===== config.mk =====
export PLATFORM = sky130hd
export DESIGN_NAME = uart_rx_ctrl
export DESIGN_NICKNAME = d
export VERILOG_FILES = /design/src/rtl/uart_rx_ctrl.sv
export SDC_FILE = /design/constraint.sdc
export NUM_CORES = 1
export LEC_CHECK = 0
export CAP_MARGIN = 10
export CORE_ASPECT_RATIO = 1.4
export CORE_MARGIN = 1.5
export CORE_UTILIZATION = 25
export CTS_BUF_LIST = sky130_fd_sc_hd__clkbuf_4
export DETAILED_ROUTE_END_ITERATION = 10
export PLACE_DENSITY = 0.46
export SYNTH_ARGS = -nofsm -noshare
export SYNTH_HDL_FRONTEND = slang
export SYNTH_SLANG_ARGS = --single-unit

===== constraint.sdc =====
create_clock -name clk -period 2.5 [get_ports clk]
set_input_delay 0.375 -clock clk [delete_from_list [all_inputs] [get_ports clk]]
set_output_delay 0.375 -clock clk [all_outputs]
set_load 0.005 [all_outputs]

===== src/rtl/uart_rx_ctrl.sv =====
// UART receive controller.
// Times the sampling of an asynchronous RX line and drives the baud-enable
// of an external SIPO shift register. Once a full frame has been shifted in,
// it checks the start and stop bits, then either publishes the data byte or
// flags a framing error. A line held low after the frame counts as a break,
// and the controller waits for the line to return high before it rearms.
module uart_rx_ctrl #(
   parameter int CLKS_PER_BIT = 434
) (
   input  logic       clk,
   input  logic       reset,
   input  logic       serial_in,
   input  logic [9:0] frame_in,
   output logic       shift_en,
   output logic [7:0] data_out,
   output logic       data_valid,
   output logic       frame_err,
   output logic       busy
);

   localparam int CNT_W = (CLKS_PER_BIT > 1) ? $clog2(CLKS_PER_BIT) : 1;
   localparam logic [CNT_W-1:0] HALF_LOAD = CNT_W'(CLKS_PER_BIT / 2 - 1);
   localparam logic [CNT_W-1:0] FULL_LOAD = CNT_W'(CLKS_PER_BIT - 1);
   localparam logic [3:0]       FRAME_BITS = 4'd10;

   typedef enum logic [2:0] {
      IDLE,
      START,
      SHIFT,
      CHECK,
      BREAK
   } state_t;

   state_t           state_q;
   logic [CNT_W-1:0] cnt_q;
   logic [3:0]       bitCnt_q;
   logic             shiftEn_q;
   logic [7:0]       data_q;
   logic             valid_q;
   logic             frameErr_q;
   logic             syncMeta_q;
   logic             rxSync_q;

   // Two-flop synchronizer for the asynchronous RX line; it resets to the idle
   // level so that reset can never look like a start bit.
   always_ff @(posedge clk) begin
      if (reset) begin
         syncMeta_q <= 1'b1;
         rxSync_q   <= 1'b1;
      end else begin
         syncMeta_q <= serial_in;
         rxSync_q   <= syncMeta_q;
      end
   end

   // Receive FSM: half-bit wait to mid start bit, then one shift strobe per
   // bit period; it idles in SHIFT for one cycle after the tenth strobe so the
   // shift register has settled before CHECK inspects the frame.
   always_ff @(posedge clk) begin
      if (reset) begin
         state_q    <= IDLE;
         cnt_q      <= '0;
         bitCnt_q   <= '0;
         shiftEn_q  <= 1'b0;
         data_q     <= 8'h00;
         valid_q    <= 1'b0;
         frameErr_q <= 1'b0;
      end else begin
         shiftEn_q  <= 1'b0;
         valid_q    <= 1'b0;
         frameErr_q <= 1'b0;
         case (state_q)
            IDLE: begin
               if (!rxSync_q) begin
                  state_q <= START;
                  cnt_q   <= HALF_LOAD;
               end
            end
            START: begin
               if (cnt_q == '0) begin
                  if (!rxSync_q) begin
                     shiftEn_q <= 1'b1;
                     bitCnt_q  <= 4'd1;
                     cnt_q     <= FULL_LOAD;
                     state_q   <= SHIFT;
                  end else begin
                     state_q <= IDLE;
                  end
               end else begin
                  cnt_q <= cnt_q - CNT_W'(1);
               end
            end
            SHIFT: begin
               if (bitCnt_q == FRAME_BITS) begin
                  state_q <= CHECK;
               end else if (cnt_q == '0) begin
                  shiftEn_q <= 1'b1;
                  bitCnt_q  <= bitCnt_q + 4'd1;
                  cnt_q     <= FULL_LOAD;
               end else begin
                  cnt_q <= cnt_q - CNT_W'(1);
               end
            end
            CHECK: begin
               if (!frame_in[0] && frame_in[9]) begin
                  data_q  <= frame_in[8:1];
                  valid_q <= 1'b1;
               end else begin
                  frameErr_q <= 1'b1;
               end
               bitCnt_q <= '0;
               state_q  <= rxSync_q ? IDLE : BREAK;
            end
            BREAK: begin
               if (rxSync_q) begin
                  state_q <= IDLE;
               end
            end
            default: begin
               state_q <= IDLE;
            end
         endcase
      end
   end

   assign shift_en   = shiftEn_q;
   assign data_out   = data_q;
   assign data_valid = valid_q;
   assign frame_err  = frameErr_q;
   assign busy       = (state_q != IDLE);

endmodule

==> load_flow_metrics.sql <==
INSERT INTO impl_metrics (metric_group, metric, value, unit) VALUES
('pwr', 'cellPowerDensity', '514.7', 'nW/um^2'),
('critical_path', 'setup.worst_path.end_class', 'primary output', ''),
('global_routing', 'grt_start_max_net_pins', '17', ''),
('timing', 'unrepaired_setup_endpoints_after_global_routing', 'no', ''),
('logic_synthesis', 'ys_warn_count', '0', ''),
('route', 'met2WireLength', '1930', 'um'),
('floorplan', 'floorplan.die.width', '68.64', 'um'),
('critical_path', 'worst_reg2reg_startpoint', 'bitCnt_q[0]$_SDFFE_PP0P_', ''),
('logic_synthesis', 'synth.area.top_cells', 'sky130_fd_sc_hd__dfxtp_1 (39%), sky130_fd_sc_hd__mux2i_1 (6.0%), sky130_fd_sc_hd__nor2_1 (4.5%)', ''),
('floorplan', 'placement_rows', '33', ''),
('floorplan', 'die_area', '6512', 'sq um'),
('global_routing', 'first_global_vias', '1358', ''),
('route', 'drt-wirelength-per-cell', '14.20', 'um'),
('clock_network', 'cts_hold_buf', '0', ''),
('clock_network', 'clk_root_buffer_cell', 'sky130_fd_sc_hd__clkbuf_4', ''),
('logic_synthesis', 'post-synth-top-count-cell', 'sky130_fd_sc_hd__dfxtp_1', ''),
('critical_path', 'start_kind', 'flop', ''),
('logic_synthesis', 'dominantRegCellSynth', 'sky130_fd_sc_hd__dfxtp_1', ''),
('floorplan', 'fp.coreArea', '5822', 'sq um'),
('logic_synthesis', 'synthesis.instances', '163', ''),
('critical_path', 'crit_path_max_fanout', '16', ''),
('critical_path', 'arrival', '1.75', 'ns'),
('route', 'drt_pass1_iterations', '4', ''),
('logic_synthesis', 'synth_top_cell_area_share', '38.51', '%'),
('placed_design', 'gpl.final_weighted_congestion', '0.8221', ''),
('global_routing', 'antenna_violations_before_repair', '0', ''),
('logic_synthesis', 'ys_seq_elements', '29', ''),
('clock_network', 'clk_pin_slew_worst_paths', '0.08', 'ns'),
('global_routing', 'global_route.overflow_total', '0', ''),
('logic_synthesis', 'synth_common_cells', 'sky130_fd_sc_hd__dfxtp_1 (29), sky130_fd_sc_hd__nor2_1 (18), sky130_fd_sc_hd__a21oi_1 (10)', ''),
('pwr', 'design_power_total', '0.9672', 'mW'),
('logic_synthesis', 'synth-edff-count', '0', ''),
('timing', 'finalSetupViolCount', '0', ''),
('route', 'highest-signal-layer', 'met4', ''),
('min_path', 'timing.hold.worst.class', 'reg2reg', ''),
('critical_path', 'crit_type', 'reg2out', ''),
('final_layout', 'final_core_util', '32.28', '%'),
('final_layout', 'fin_nets', '204', ''),
('floorplan', 'die_h', '94.89', 'um'),
('clock_network', 'cts_made_buffers', '5', ''),
('clock_network', 'cts_post_setup_buffers_inserted', '0', ''),
('clock_network', 'maximum_number_of_buffers_from_clock_root_to_sink', '2', ''),
('timing', 'worst_slew_pin_slew', '0.6497', 'ns'),
('logic_synthesis', 'synth.cell_area', '1508', 'sq um'),
('clock_network', 'insertion_delay_of_the_later_clocked_pin_in_the_worst_skew_pair', '0.32', 'ns'),
('timing', 'max_slew_margin', '56.63', '%'),
('logic_synthesis', 'synth.avg_cell_area', '9.250', 'sq um'),
('route', 'route.antenna.remaining_nets', '0', ''),
('min_path', 'holdCritStartpoint', 'syncMeta_q$_SDFF_PP1_', ''),
('critical_path', 'required_time_of_the_critical_path', '2.12', 'ns'),
('placed_design', 'dpl.hpwl', '2719', 'um'),
('final_layout', 'diodes', '0', ''),
('clock_network', 'cts_sinks', '29', ''),
('clock_network', 'post_cts.resized_instances', '0', ''),
('route', 'drc', '0', ''),
('timing', 'max_clock_freq', '469.7', 'MHz'),
('timing', 'hold_viol_final', '0', ''),
('critical_path', 'critical_path.startpoint', 'state_q[2]$_SDFFE_PP0P_', ''),
('route', 'detail_route.vias_per_cell', '5.328', ''),
('final_layout', 'drive_gt1_share', '11.11', '%'),
('logic_synthesis', 'synth_area_leader_cell', 'sky130_fd_sc_hd__dfxtp_1', ''),
('route', 'drtIter0Drc', '84', ''),
('timing', 'fin_setup_tns', '0', 'ns'),
('timing', 'maxSlewViolCount', '0', ''),
('run_status', 'run_status', 'finished, final reports clean', ''),
('placed_design', 'io_buffer_count', '24', ''),
('clock_network', 'cts_tree', 'yes', ''),
('floorplan', 'ios', '25', ''),
('global_routing', 'globalRouteTotalUtil', '12.52', '%'),
('route', 'routed_wire_length', '3678', 'um'),
('final_layout', 'synthToLayoutAreaGrowth', '24.65', '%');
[final timing paths]
kind	to	slack (ns)	cells after the start
worst max-delay path	busy	0.37	2
worst min-delay path	rxSync_q$_SDFF_PP1_	0.42	1
worst max register to register	cnt_q[1]$_SDFFE_PP0P_	0.42	6
worst min register to register	rxSync_q$_SDFF_PP1_	0.42	1
[metal layers]
metal  global-route usage (%)  vias up
li1                         -      675
met1                    13.29      670
met2                    21.88       28
met3                    3.695        7
met4                    6.000        0
met5                        0        -
[stage by stage]
step	hold slack, ns	instances	instance area, sq um	worst slack, ns
global route	0.4313	259	1879	0.2389
global placement	0.4116	251	1819	0.5140
finish	0.4169	259	1879	0.3710
CTS	0.4242	259	1879	0.3260
detailed placement	0.4028	251	1819	0.4359
floorplan	0.3895	163	1508	0.5650
[state kept, by name, indices dropped and copies added (netlist names)]
| signal | flops |
|---|---|
| rxSync_q | 1 |
| data_valid | 1 |
| data_out | 8 |
| bitCnt_q | 4 |
| syncMeta_q | 1 |
| cnt_q | 9 |
| shift_en | 1 |
| state_q | 3 |
| frame_err | 1 |
[logic make-up (layout without fill, tap and decap cells)]
| kind of cell | count (synthesis) | after routing | synth area share, % |
|---|---|---|---|
| multiplexers | 9 | 9 | 5.975 |
| flip-flops | 29 | 29 | 38.51 |
| AND/OR/NAND/NOR | 64 | 64 | 26.81 |
| XOR/XNOR | 2 | 2 | 1.162 |
| adder cells (fa/ha/maj) | 3 | 3 | 2.490 |
| buffers and inverters | 14 | 40 | 3.568 |
| AO/OA/AOI/OAI | 42 | 42 | 21.49 |
[worst max-delay path, stage by stage (launching register included)]
cell	delay [ns]
sky130_fd_sc_hd__dfxtp_1	0.75
sky130_fd_sc_hd__or3_1	0.20
sky130_fd_sc_hd__clkdlybuf4s50_1	0.49
[power by group]
group	leakage, nW	internal, mW	switching (mW)
sequential	0.235	0.475	0.0222
clock	0.0368	0.145	0.160
combinational	0.355	0.0751	0.0900
total	0.626	0.695	0.273
[cells in the final DEF (no fill, tap or decap), drive strengths merged, types with 3 or more instances in the layout]
cell | synthesis | layout
clkdlybuf4s50 | 0 | 24
inv | 6 | 6
nor2 | 19 | 19
ha | 3 | 3
or4 | 6 | 6
a21oi | 10 | 10
nor4 | 4 | 4
nor2b | 4 | 4
or2 | 3 | 3
clkbuf | 7 | 8
o21ai | 5 | 5
mux2i | 9 | 9
nor3 | 8 | 8
dfxtp | 29 | 29
nand2b | 3 | 3
a31oi | 3 | 3
[area by class of cell]
| cell class | instances | area (sq um) |
|---|---|---|
| Clock buffer | 8 | 60.06 |
| Fill cell | 597 | 3943 |
| Inverter | 6 | 22.52 |
| Multi-Input combinational cell | 120 | 873.3 |
| Sequential cell | 29 | 580.6 |
| Tap cell | 70 | 87.58 |
| Timing Repair Buffer | 26 | 255.2 |
(Power assumes the default switching activity.)
